==> config.mk <==
export PLATFORM = sky130hd
export DESIGN_NAME = icode_sequencer_flat
export DESIGN_NICKNAME = d
export VERILOG_FILES = /design/src/rtl/icode_sequencer_if.sv /design/src/rtl/icode_sequencer.sv /design/src/flat_wrapper.sv
export SDC_FILE = /design/constraint.sdc
export NUM_CORES = 1
export LEC_CHECK = 0
export BUFFER_PORTS_ARGS = -buffer_cell sky130_fd_sc_hd__clkbuf_2
export CAP_MARGIN = 30
export CORE_MARGIN = 4
export CORE_UTILIZATION = 50
export CTS_BUF_LIST = sky130_fd_sc_hd__clkbuf_8
export DETAILED_ROUTE_END_ITERATION = 6
export PLACE_DENSITY_LB_ADDON = 0.12
export SLEW_MARGIN = 20
export SYNTH_ARGS = -nofsm -noshare
export SYNTH_HDL_FRONTEND = slang
export SYNTH_SLANG_ARGS = --single-unit
==> constraint.sdc <==
create_clock -name clk -period 4.54 [get_ports clk]
set_input_delay 0.227 -clock clk [delete_from_list [all_inputs] [get_ports clk]]
set_output_delay 0.227 -clock clk [all_outputs]
set_load 0.03 [all_outputs]
==> src/rtl/icode_sequencer_if.sv <==
// Load / playback / processor-side bundle for icode_sequencer.
// Breakpoint signals exist only when ICODE_SEQ_BREAKPOINT_EN is defined.
interface icode_sequencer_if #(
  parameter int ICODE_W = 8,
  parameter int ADDR_W  = 4
);
  logic               load_en;
  logic [ADDR_W-1:0]  load_addr;
  logic [ICODE_W-1:0] load_data;
  logic               start;
  logic               stop;
  logic [ADDR_W-1:0]  len;
  logic               loop_en;
  logic               icode_ready;
  logic [ICODE_W-1:0] ICODE;
  logic               icode_valid;
  logic               busy;
  logic               done;
  logic [ADDR_W-1:0]  pc;
`ifdef ICODE_SEQ_BREAKPOINT_EN
  logic               bp_en;
  logic [ADDR_W-1:0]  bp_addr;
  logic               resume;
  logic               paused;

  modport slave (
    input  load_en, load_addr, load_data, start, stop, len, loop_en, icode_ready,
           bp_en, bp_addr, resume,
    output ICODE, icode_valid, busy, done, pc, paused
  );
  modport master (
    output load_en, load_addr, load_data, start, stop, len, loop_en, icode_ready,
           bp_en, bp_addr, resume,
    input  ICODE, icode_valid, busy, done, pc, paused
  );
`else
  modport slave (
    input  load_en, load_addr, load_data, start, stop, len, loop_en, icode_ready,
    output ICODE, icode_valid, busy, done, pc
  );
  modport master (
    output load_en, load_addr, load_data, start, stop, len, loop_en, icode_ready,
    input  ICODE, icode_valid, busy, done, pc
  );
`endif
endinterface

==> src/rtl/icode_sequencer.sv <==
// Program-playback source for the processor ICODE input: loadable program RAM,
// valid/ready playback with looping and stop. Optional breakpoint via ICODE_SEQ_BREAKPOINT_EN.
module icode_sequencer #(
  parameter int ICODE_W = 8,
  parameter int DEPTH   = 16,
  parameter int ADDR_W  = 4
) (
  input  logic             clk,
  input  logic             rst,
  icode_sequencer_if.slave bus
);

`ifdef ICODE_SEQ_BREAKPOINT_EN
  typedef enum logic [1:0] {IDLE = 2'd0, RUN = 2'd1, PAUSE = 2'd2} state_t;
`else
  typedef enum logic {IDLE = 1'b0, RUN = 1'b1} state_t;
`endif

  state_t             r_state;
  logic [ICODE_W-1:0] r_mem [DEPTH];
  logic [ICODE_W-1:0] r_icode;
  logic               r_valid;
  logic               r_done;
  logic [ADDR_W-1:0]  r_pc;
  logic [ADDR_W-1:0]  r_last;
  logic               w_at_last;
  logic [ADDR_W-1:0]  w_next;

  // len==0 wraps to DEPTH-1 naturally because DEPTH == 2**ADDR_W
  assign w_at_last = (r_pc == r_last);
  assign w_next    = w_at_last ? '0 : ADDR_W'(r_pc + 1'b1);

`ifdef ICODE_SEQ_BREAKPOINT_EN
  logic r_bp_hold;
  logic w_bp_first;
  logic w_bp_next;
  // r_bp_hold suppresses the breakpoint just resumed from until a different entry shows
  assign w_bp_first = bus.bp_en && (bus.bp_addr == '0);
  assign w_bp_next  = bus.bp_en && (w_next == bus.bp_addr) && !r_bp_hold;
`endif

  // Program RAM is deliberately not reset; writes only land while idle
  always_ff @(posedge clk) begin
    if (bus.load_en && r_state == IDLE) r_mem[bus.load_addr] <= bus.load_data;
  end

  always_ff @(posedge clk or negedge rst) begin
    if (!rst) begin
      r_state <= IDLE;
      r_icode <= '0;
      r_valid <= 1'b0;
      r_done  <= 1'b0;
      r_pc    <= '0;
      r_last  <= '0;
`ifdef ICODE_SEQ_BREAKPOINT_EN
      r_bp_hold <= 1'b0;
`endif
    end else begin
      r_done <= 1'b0;
      case (r_state)
        IDLE: begin
          if (!bus.stop && bus.start) begin
            r_last <= ADDR_W'(bus.len - 1'b1);
            r_pc   <= '0;
`ifdef ICODE_SEQ_BREAKPOINT_EN
            r_bp_hold <= 1'b0;
            if (w_bp_first) r_state <= PAUSE; else
`endif
            begin
              r_state <= RUN;
              r_icode <= r_mem[0];
              r_valid <= 1'b1;
            end
          end
        end
        RUN: begin
          if (bus.stop) begin
            r_state <= IDLE;
            r_icode <= '0;
            r_valid <= 1'b0;
            r_pc    <= '0;
          end else if (r_valid && bus.icode_ready) begin
            if (w_at_last && !bus.loop_en) begin
              r_state <= IDLE;
              r_icode <= '0;
              r_valid <= 1'b0;
              r_pc    <= '0;
              r_done  <= 1'b1;
            end else
`ifdef ICODE_SEQ_BREAKPOINT_EN
            if (w_bp_next) begin
              r_state <= PAUSE;
              r_pc    <= w_next;
              r_icode <= '0;
              r_valid <= 1'b0;
            end else
`endif
            begin
              r_pc    <= w_next;
              r_icode <= r_mem[w_next];
`ifdef ICODE_SEQ_BREAKPOINT_EN
              if (w_next != bus.bp_addr) r_bp_hold <= 1'b0;
`endif
            end
          end
        end
`ifdef ICODE_SEQ_BREAKPOINT_EN
        PAUSE: begin
          if (bus.stop) begin
            r_state <= IDLE;
            r_pc    <= '0;
          end else if (bus.resume) begin
            r_state   <= RUN;
            r_icode   <= r_mem[r_pc];
            r_valid   <= 1'b1;
            r_bp_hold <= 1'b1;
          end
        end
`endif
        default: r_state <= IDLE;
      endcase
    end
  end

  assign bus.ICODE       = r_icode;
  assign bus.icode_valid = r_valid;
  assign bus.busy        = (r_state != IDLE);
  assign bus.done        = r_done;
  assign bus.pc          = r_pc;
`ifdef ICODE_SEQ_BREAKPOINT_EN
  assign bus.paused      = (r_state == PAUSE);
`endif

endmodule

==> src/flat_wrapper.sv <==
// flat-port wrapper written by rule: the top's interface ports become plain ports
module icode_sequencer_flat 
#(
  parameter int ICODE_W = 8,
  parameter int DEPTH   = 16,
  parameter int ADDR_W  = 4
)
  (clk, rst, bus_load_en, bus_load_addr, bus_load_data, bus_start, bus_stop, bus_len, bus_loop_en, bus_icode_ready, bus_ICODE, bus_icode_valid, bus_busy, bus_done, bus_pc);
  icode_sequencer_if #(.ICODE_W(ICODE_W), .ADDR_W(ADDR_W)) bus_i ();
  input  logic clk;
  input  logic rst;
  input wire logic [$bits(bus_i.load_en)-1:0] bus_load_en;
  input wire logic [$bits(bus_i.load_addr)-1:0] bus_load_addr;
  input wire logic [$bits(bus_i.load_data)-1:0] bus_load_data;
  input wire logic [$bits(bus_i.start)-1:0] bus_start;
  input wire logic [$bits(bus_i.stop)-1:0] bus_stop;
  input wire logic [$bits(bus_i.len)-1:0] bus_len;
  input wire logic [$bits(bus_i.loop_en)-1:0] bus_loop_en;
  input wire logic [$bits(bus_i.icode_ready)-1:0] bus_icode_ready;
  output wire logic [$bits(bus_i.ICODE)-1:0] bus_ICODE;
  output wire logic [$bits(bus_i.icode_valid)-1:0] bus_icode_valid;
  output wire logic [$bits(bus_i.busy)-1:0] bus_busy;
  output wire logic [$bits(bus_i.done)-1:0] bus_done;
  output wire logic [$bits(bus_i.pc)-1:0] bus_pc;
  assign bus_i.load_en = bus_load_en;
  assign bus_i.load_addr = bus_load_addr;
  assign bus_i.load_data = bus_load_data;
  assign bus_i.start = bus_start;
  assign bus_i.stop = bus_stop;
  assign bus_i.len = bus_len;
  assign bus_i.loop_en = bus_loop_en;
  assign bus_i.icode_ready = bus_icode_ready;
  assign bus_ICODE = bus_i.ICODE;
  assign bus_icode_valid = bus_i.icode_valid;
  assign bus_busy = bus_i.busy;
  assign bus_done = bus_i.done;
  assign bus_pc = bus_i.pc;
  icode_sequencer #(.ICODE_W(ICODE_W), .DEPTH(DEPTH), .ADDR_W(ADDR_W)) u_core (.clk(clk), .rst(rst), .bus(bus_i));
endmodule
## After elaboration in Yosys (flattened, before gate mapping)

Memory sizes are Yosys's and may differ from the RTL's.
Index checks and enable logic that the tools add are counted.

| word-level totals | value |
|---|---|
| logic and storage cells | 50 |
| flip-flop bits (word level) | 19 |
| memories | 1 |
| bits in writable memories | 128 |
| bits in read-only memories | 0 |
| output and inout bits | 15 |
| bits in latches | 0 |
| bits of input ports | 23 |

| operators by class | value |
|---|---|
| shift operators | 0 |
| divide/modulo/power cells | 0 |
| mux-type cells | 27 |
| $mul | 0 |
| $add $sub $neg | 2 |
| $lt $le $gt $ge | 0 |
| bitwise operators | 1 |
| reduce and logical (&&, ||, !) cells | 9 |
| equal/unequal tests | 4 |

Memory list:

| memory | depth | width | rd ports | clocked after memory_dff | write ports | line | text |
|---|---|---|---|---|---|---|---|
| u_core.r_mem | 16 | 8 | 2 | 0 | 1 | icode_sequencer.sv:20 | `logic [ICODE_W-1:0] r_mem [DEPTH];` |

Operators by type and width:

| cell | count |
|---|---|
| $mux 8 | 4 |
| $mux 4 | 5 |
| $pmux 8 s2 | 1 |
| $mux 1 | 14 |
| $pmux 4 s2 | 1 |
| $ne 3x3->1 const B | 2 |
| $add 4x1->4 const B | 1 |
| $eq 4x4->1 | 1 |
| $logic_and 1x1->1 | 4 |
| $pmux 1 s2 | 2 |
| $reduce_and 2->1 | 2 |
| $sub 4x1->4 const B | 1 |
| $reduce_and 3->1 | 1 |
| $logic_not 1->1 | 2 |
| $ne 2x2->1 const B | 1 |
| $not 1->1 | 1 |

## Longest topological paths before layout

An unclocked memory read counts as a cell.

| logic depth | value |
|---|---|
| depth in word-level cells | 7 |
| gate-level depth with buffers | 9 |
| mapped depth without buffers | 6 |

## Least setup slack after synthesis

Ideal clock, no wire load.

| timing | value |
|---|---|
| kind | flip-flop to flip-flop |
| start point | register u_core.r_pc[3] (netlist: u_core.bus.pc[3]) |
| end point | register u_core.r_icode[6] (netlist: u_core.bus.ICODE[6]) |
| buffers on the path | 2 |
| setup time | 0.128 ns |
| stages on the path, launching flop included | 8 |
| data required time | 4.412 ns |
| slack | 2.225 ns |
| arrival | 2.187 ns |
| clock period less this slack | 2.315 ns |
| cell sequence | dfrtp_1 buf_6 xor2_4 o41ai_4 buf_6 mux2_4 a221oi_2 o31ai_2 |

| between the ends | value |
|---|---|
| longest elaborated chain between the ends | 7 |
| elaborated cells between the ends (all ways) | 9 |
| classes of those cells | 1 x add/sub; 1 x eq/ne; 5 x mux; 1 x reduce/logical; 1 x memory |

RTL lines:

| what | line | text |
|---|---|---|
| start, declared | icode_sequencer.sv:24 | `logic [ADDR_W-1:0] r_pc;` |
| start signal, assigned | icode_sequencer.sv:99 | `r_pc <= w_next;` |
| $add 4x1->4 or $eq 4x4->1 (tied branches) | icode_sequencer.sv:31, icode_sequencer.sv:30 |  |
| $mux 4 | icode_sequencer.sv:31 | `assign w_next = w_at_last ? '0 : ADDR_W'(r_pc + 1'b1);` |
| $mem_v2 16x8 | n/a |  |
| $mux 8 (*) | icode_sequencer.sv:83 | `if (w_at_last && !bus.loop_en) begin` |
| $mux 8 (*) | icode_sequencer.sv:82 | `end else if (r_valid && bus.icode_ready) begin` |
| $mux 8 (*) | icode_sequencer.sv:77 | `if (bus.stop) begin` |
| $pmux 8 s2 (*) | icode_sequencer.sv:60 | `case (r_state)` |
| end signal, assigned | icode_sequencer.sv:71 | `r_icode <= r_mem[0];` |
| end signal, assigned | icode_sequencer.sv:100 | `r_icode <= r_mem[w_next];` |
| end, declared | icode_sequencer.sv:21 | `logic [ICODE_W-1:0] r_icode;` |

Mark *: on every way between the ends. The rest lies on a longest branch, timed or not. The select of a mux whose other input is x is not followed.
A chain may end at the register's enable or synchronous reset.

## Worst setup path in the final report

| timing | value |
|---|---|
| start point | register u_core.r_pc[0] (netlist: u_core.bus.pc[0]) |
| end point | register u_core.r_icode[0] (netlist: u_core.bus.ICODE[0]) |

Same word-level chain as after synthesis.

==> reports/metrics.cfg <==
[run_status]
run_status=completed

[critical_path]
end_kind=flip-flop
worstSetupStartpointType=flip-flop
worstSetupPathType=reg -> reg
cp_slowest_stage_delay_ns=0.76
arrival_ns=3.31
slowest_stage=ha_1
rr_startpoint=u_core.bus.pc[0]
worstSetupEndpoint=u_core.bus.ICODE[0]
cp.depth=7
r2r_cells=7
cp_data_required_time_ns=4.87
r2r_slack_ns=1.57
crit_chain=ha_1, buf_4, mux2_2, o21ai_0, nand3_1, o221ai_1, o31ai_2
worstPathMaxFanout=26
regToRegEndpoint=u_core.bus.ICODE[0]
setup.worst_path.start=u_core.bus.pc[0]
cp.buffers_inverters=1
path_delay_family=adder cells

[routing]
ant_nets=0
drcViolationCount=0
via_count=3745
drt-initial-drc-count=375
first_pass_iters=4
drt-total-wl_um=14400
wl_per_cell_um=22.4
vias_per_cell=5.83

[timing]
drv_slew=0
fin_ws_ns=1.57
finalCritPeriodShare=0.655
setup_tns_ns=0
skew_ns=0.00823
setup_violations=0
rsz0062_at_grt=no
fin_crit_ns=2.97
report.final.hold_viol_count=0
worst_pin_slew_ns=0.970
fmax_ghz=0.336
slew-limit-headroom=0.351

[worst_hold_path]
holdPathStages=3
hp-class=in -> reg

[clock_network]
cts_tree=yes
post_cts_resized=0
path_clk_slew_ns=0.08
clock_latency_ns=0.45
cts_buffers=17
post_cts_buffers=0
clock_sinks=147
cts_root_buf=clkbuf_8
hold_buffers=4
cts_max_path_buffers=2
htree_num_levels=4

[synthesis]
ys_seq_elements=147
mappedNetlistArea_um2=6370
seq_area_frac_synth=0.678
syn_inst=412
syn_avg_cell_area_um2=15.5
yosys_warnings=0
synth_cell_types=50
synth_nets=437
ys_async_sr_fraction=0.129
synth-edff-count=128
yosys_most_used_dff=edfxtp_1
synth.top_cell.area_share=0.604
synth.area.top_cells=edfxtp_1 60%, dfrtp_1 7.5%, mux2_2 4.1%, mux4_2 2.8%, o21ai_0 2.2%
yosys.area.top_type=edfxtp_1

[power_and_ir_drop]
power_leakage_nw=2.49
power.density_nw_per_um2=404
vdd_drop_max_uv=285

[die]
core_area_um2=12200
io_pins=38
die_area_um2=14600
die_x_um=121
fp.dieH_um=121
start_util=0.521
rows=40

[finish]
layout_commonest_cell=edfxtp_1
nFillCells=984
final_cell_area_um2=7160
n_antenna_cell=0
area_delta_synth_final_pct=12.5
drive_above_1_share=0.289
final_util=0.586
fin_nets=488
layout_common_cells=128 x edfxtp_1, 38 x clkbuf_2, 28 x o21ai_0

[global_route]
grtUsageTotal=0.209
grt_antenna_before_repair=0
grt_start_max_net_pins=27
grt_pass1_wl_um=22200
grt-ovfl-total=0
grt_pass1_vias=3773

[placement]
port_buffers=37
routabilityCongestion=0.833
place_ws_ns=1.50
place_area_um2=6710
dpl.hpwl_um=9420

[job]
max_cap_viol_count=0

[registers in the layout (all words and copies together) (netlist names)]
signal                  flops
u_core.bus.ICODE            8
u_core.r_last               4
u_core.bus.pc               4
u_core.bus.done             1
u_core.bus.busy             1
u_core.bus.icode_valid      1
u_core.r_mem              128
[worst min-delay path: stages]
cell and delay (ns):
clkbuf_2 0.09, xnor2_1 0.11, a21oi_1 0.06
[stage by stage]
stage / power (mW) / cells / hold slack [ns]
2_1_floorplan: 1.76 / 412 / -0.0686
3_3_place_gp: 1.88 / 605 / 0.227
3_5_place_dp: 1.89 / 606 / 0.224
4_1_cts: 2.91 / 640 / 0.0511
5_1_grt: 3.00 / 642 / 0.0484
6_report: 2.89 / 642 / 0.0738
[kinds of logic after synthesis]
kind of cell,count (synthesis),synth area share
adders and majority gates,2,0.00393
and+or+nand+nor,85,0.0770
AOI/OAI and AO/OA,92,0.114
DFF,147,0.678
muxes,32,0.0713
xor gates and xnor gates,11,0.0222
buffers and inverters,43,0.0326
[power breakdown]
group | total (mW) | switching (mW) | internal (mW)
logic | 0.322 | 0.213 | 0.109
clock network | 1.03 | 0.497 | 0.536
registers | 1.54 | 0.0334 | 1.50
total | 2.89 | 0.744 | 2.15
[worst min-delay path by stage]
stage	startpoint	endpoint	slack, ns
CTS	bus_start	u_core.bus.busy	0.05
finish	bus_len[3]	u_core.r_last[3]	0.07
detailed placement	rst	u_core.bus.icode_valid	0.22
global route	bus_start	u_core.bus.busy	0.05
global placement	rst	u_core.bus.busy	0.23
floorplan	rst	u_core.bus.ICODE[0]	-0.07
[cell type report]
type,instances,area (um^2),share of cell area
Inverter,23,86.3,0.0121
Sequential cell,147,4320,0.603
Multi-Input combinational cell,222,1840,0.257
Tap cell,168,210,0.0294
Timing Repair Buffer,52,307,0.0428
Clock buffer,17,234,0.0327
Clock inverter,13,164,0.0229
[metal layers]
layer,track usage,wire length (um),vias to the layer above
met1,0.293,6300,1852
met2,0.319,6810,153
met3,0.0533,956,17
met4,0.0772,334,0
li1,-,-,1723
met5,0,0,-
[cells in the mapped netlist (2+ instances only)]
cell type and n:
dfrtp_1 19, a221oi_2 8, nor3_1 6, nand3b_1 16
nand2b_1 2, nor2_1 21, a21oi_1 16, nand3_1 9
o21ai_0 28, mux2_2 23, buf_6 4, xor2_1 5
o31ai_2 8, buf_2 4, or3_1 2, xnor2_1 3
a32oi_1 8, nor3b_1 2, clkbuf_1 8, nand2_1 8
o2111ai_1 8, mux4_2 8, o221ai_1 8, inv_1 22
nand3_2 2, buf_1 3, and3_1 8, xor2_4 2
ha_1 2, edfxtp_1 128, o22ai_1 2
(Power assumes the default switching activity.)
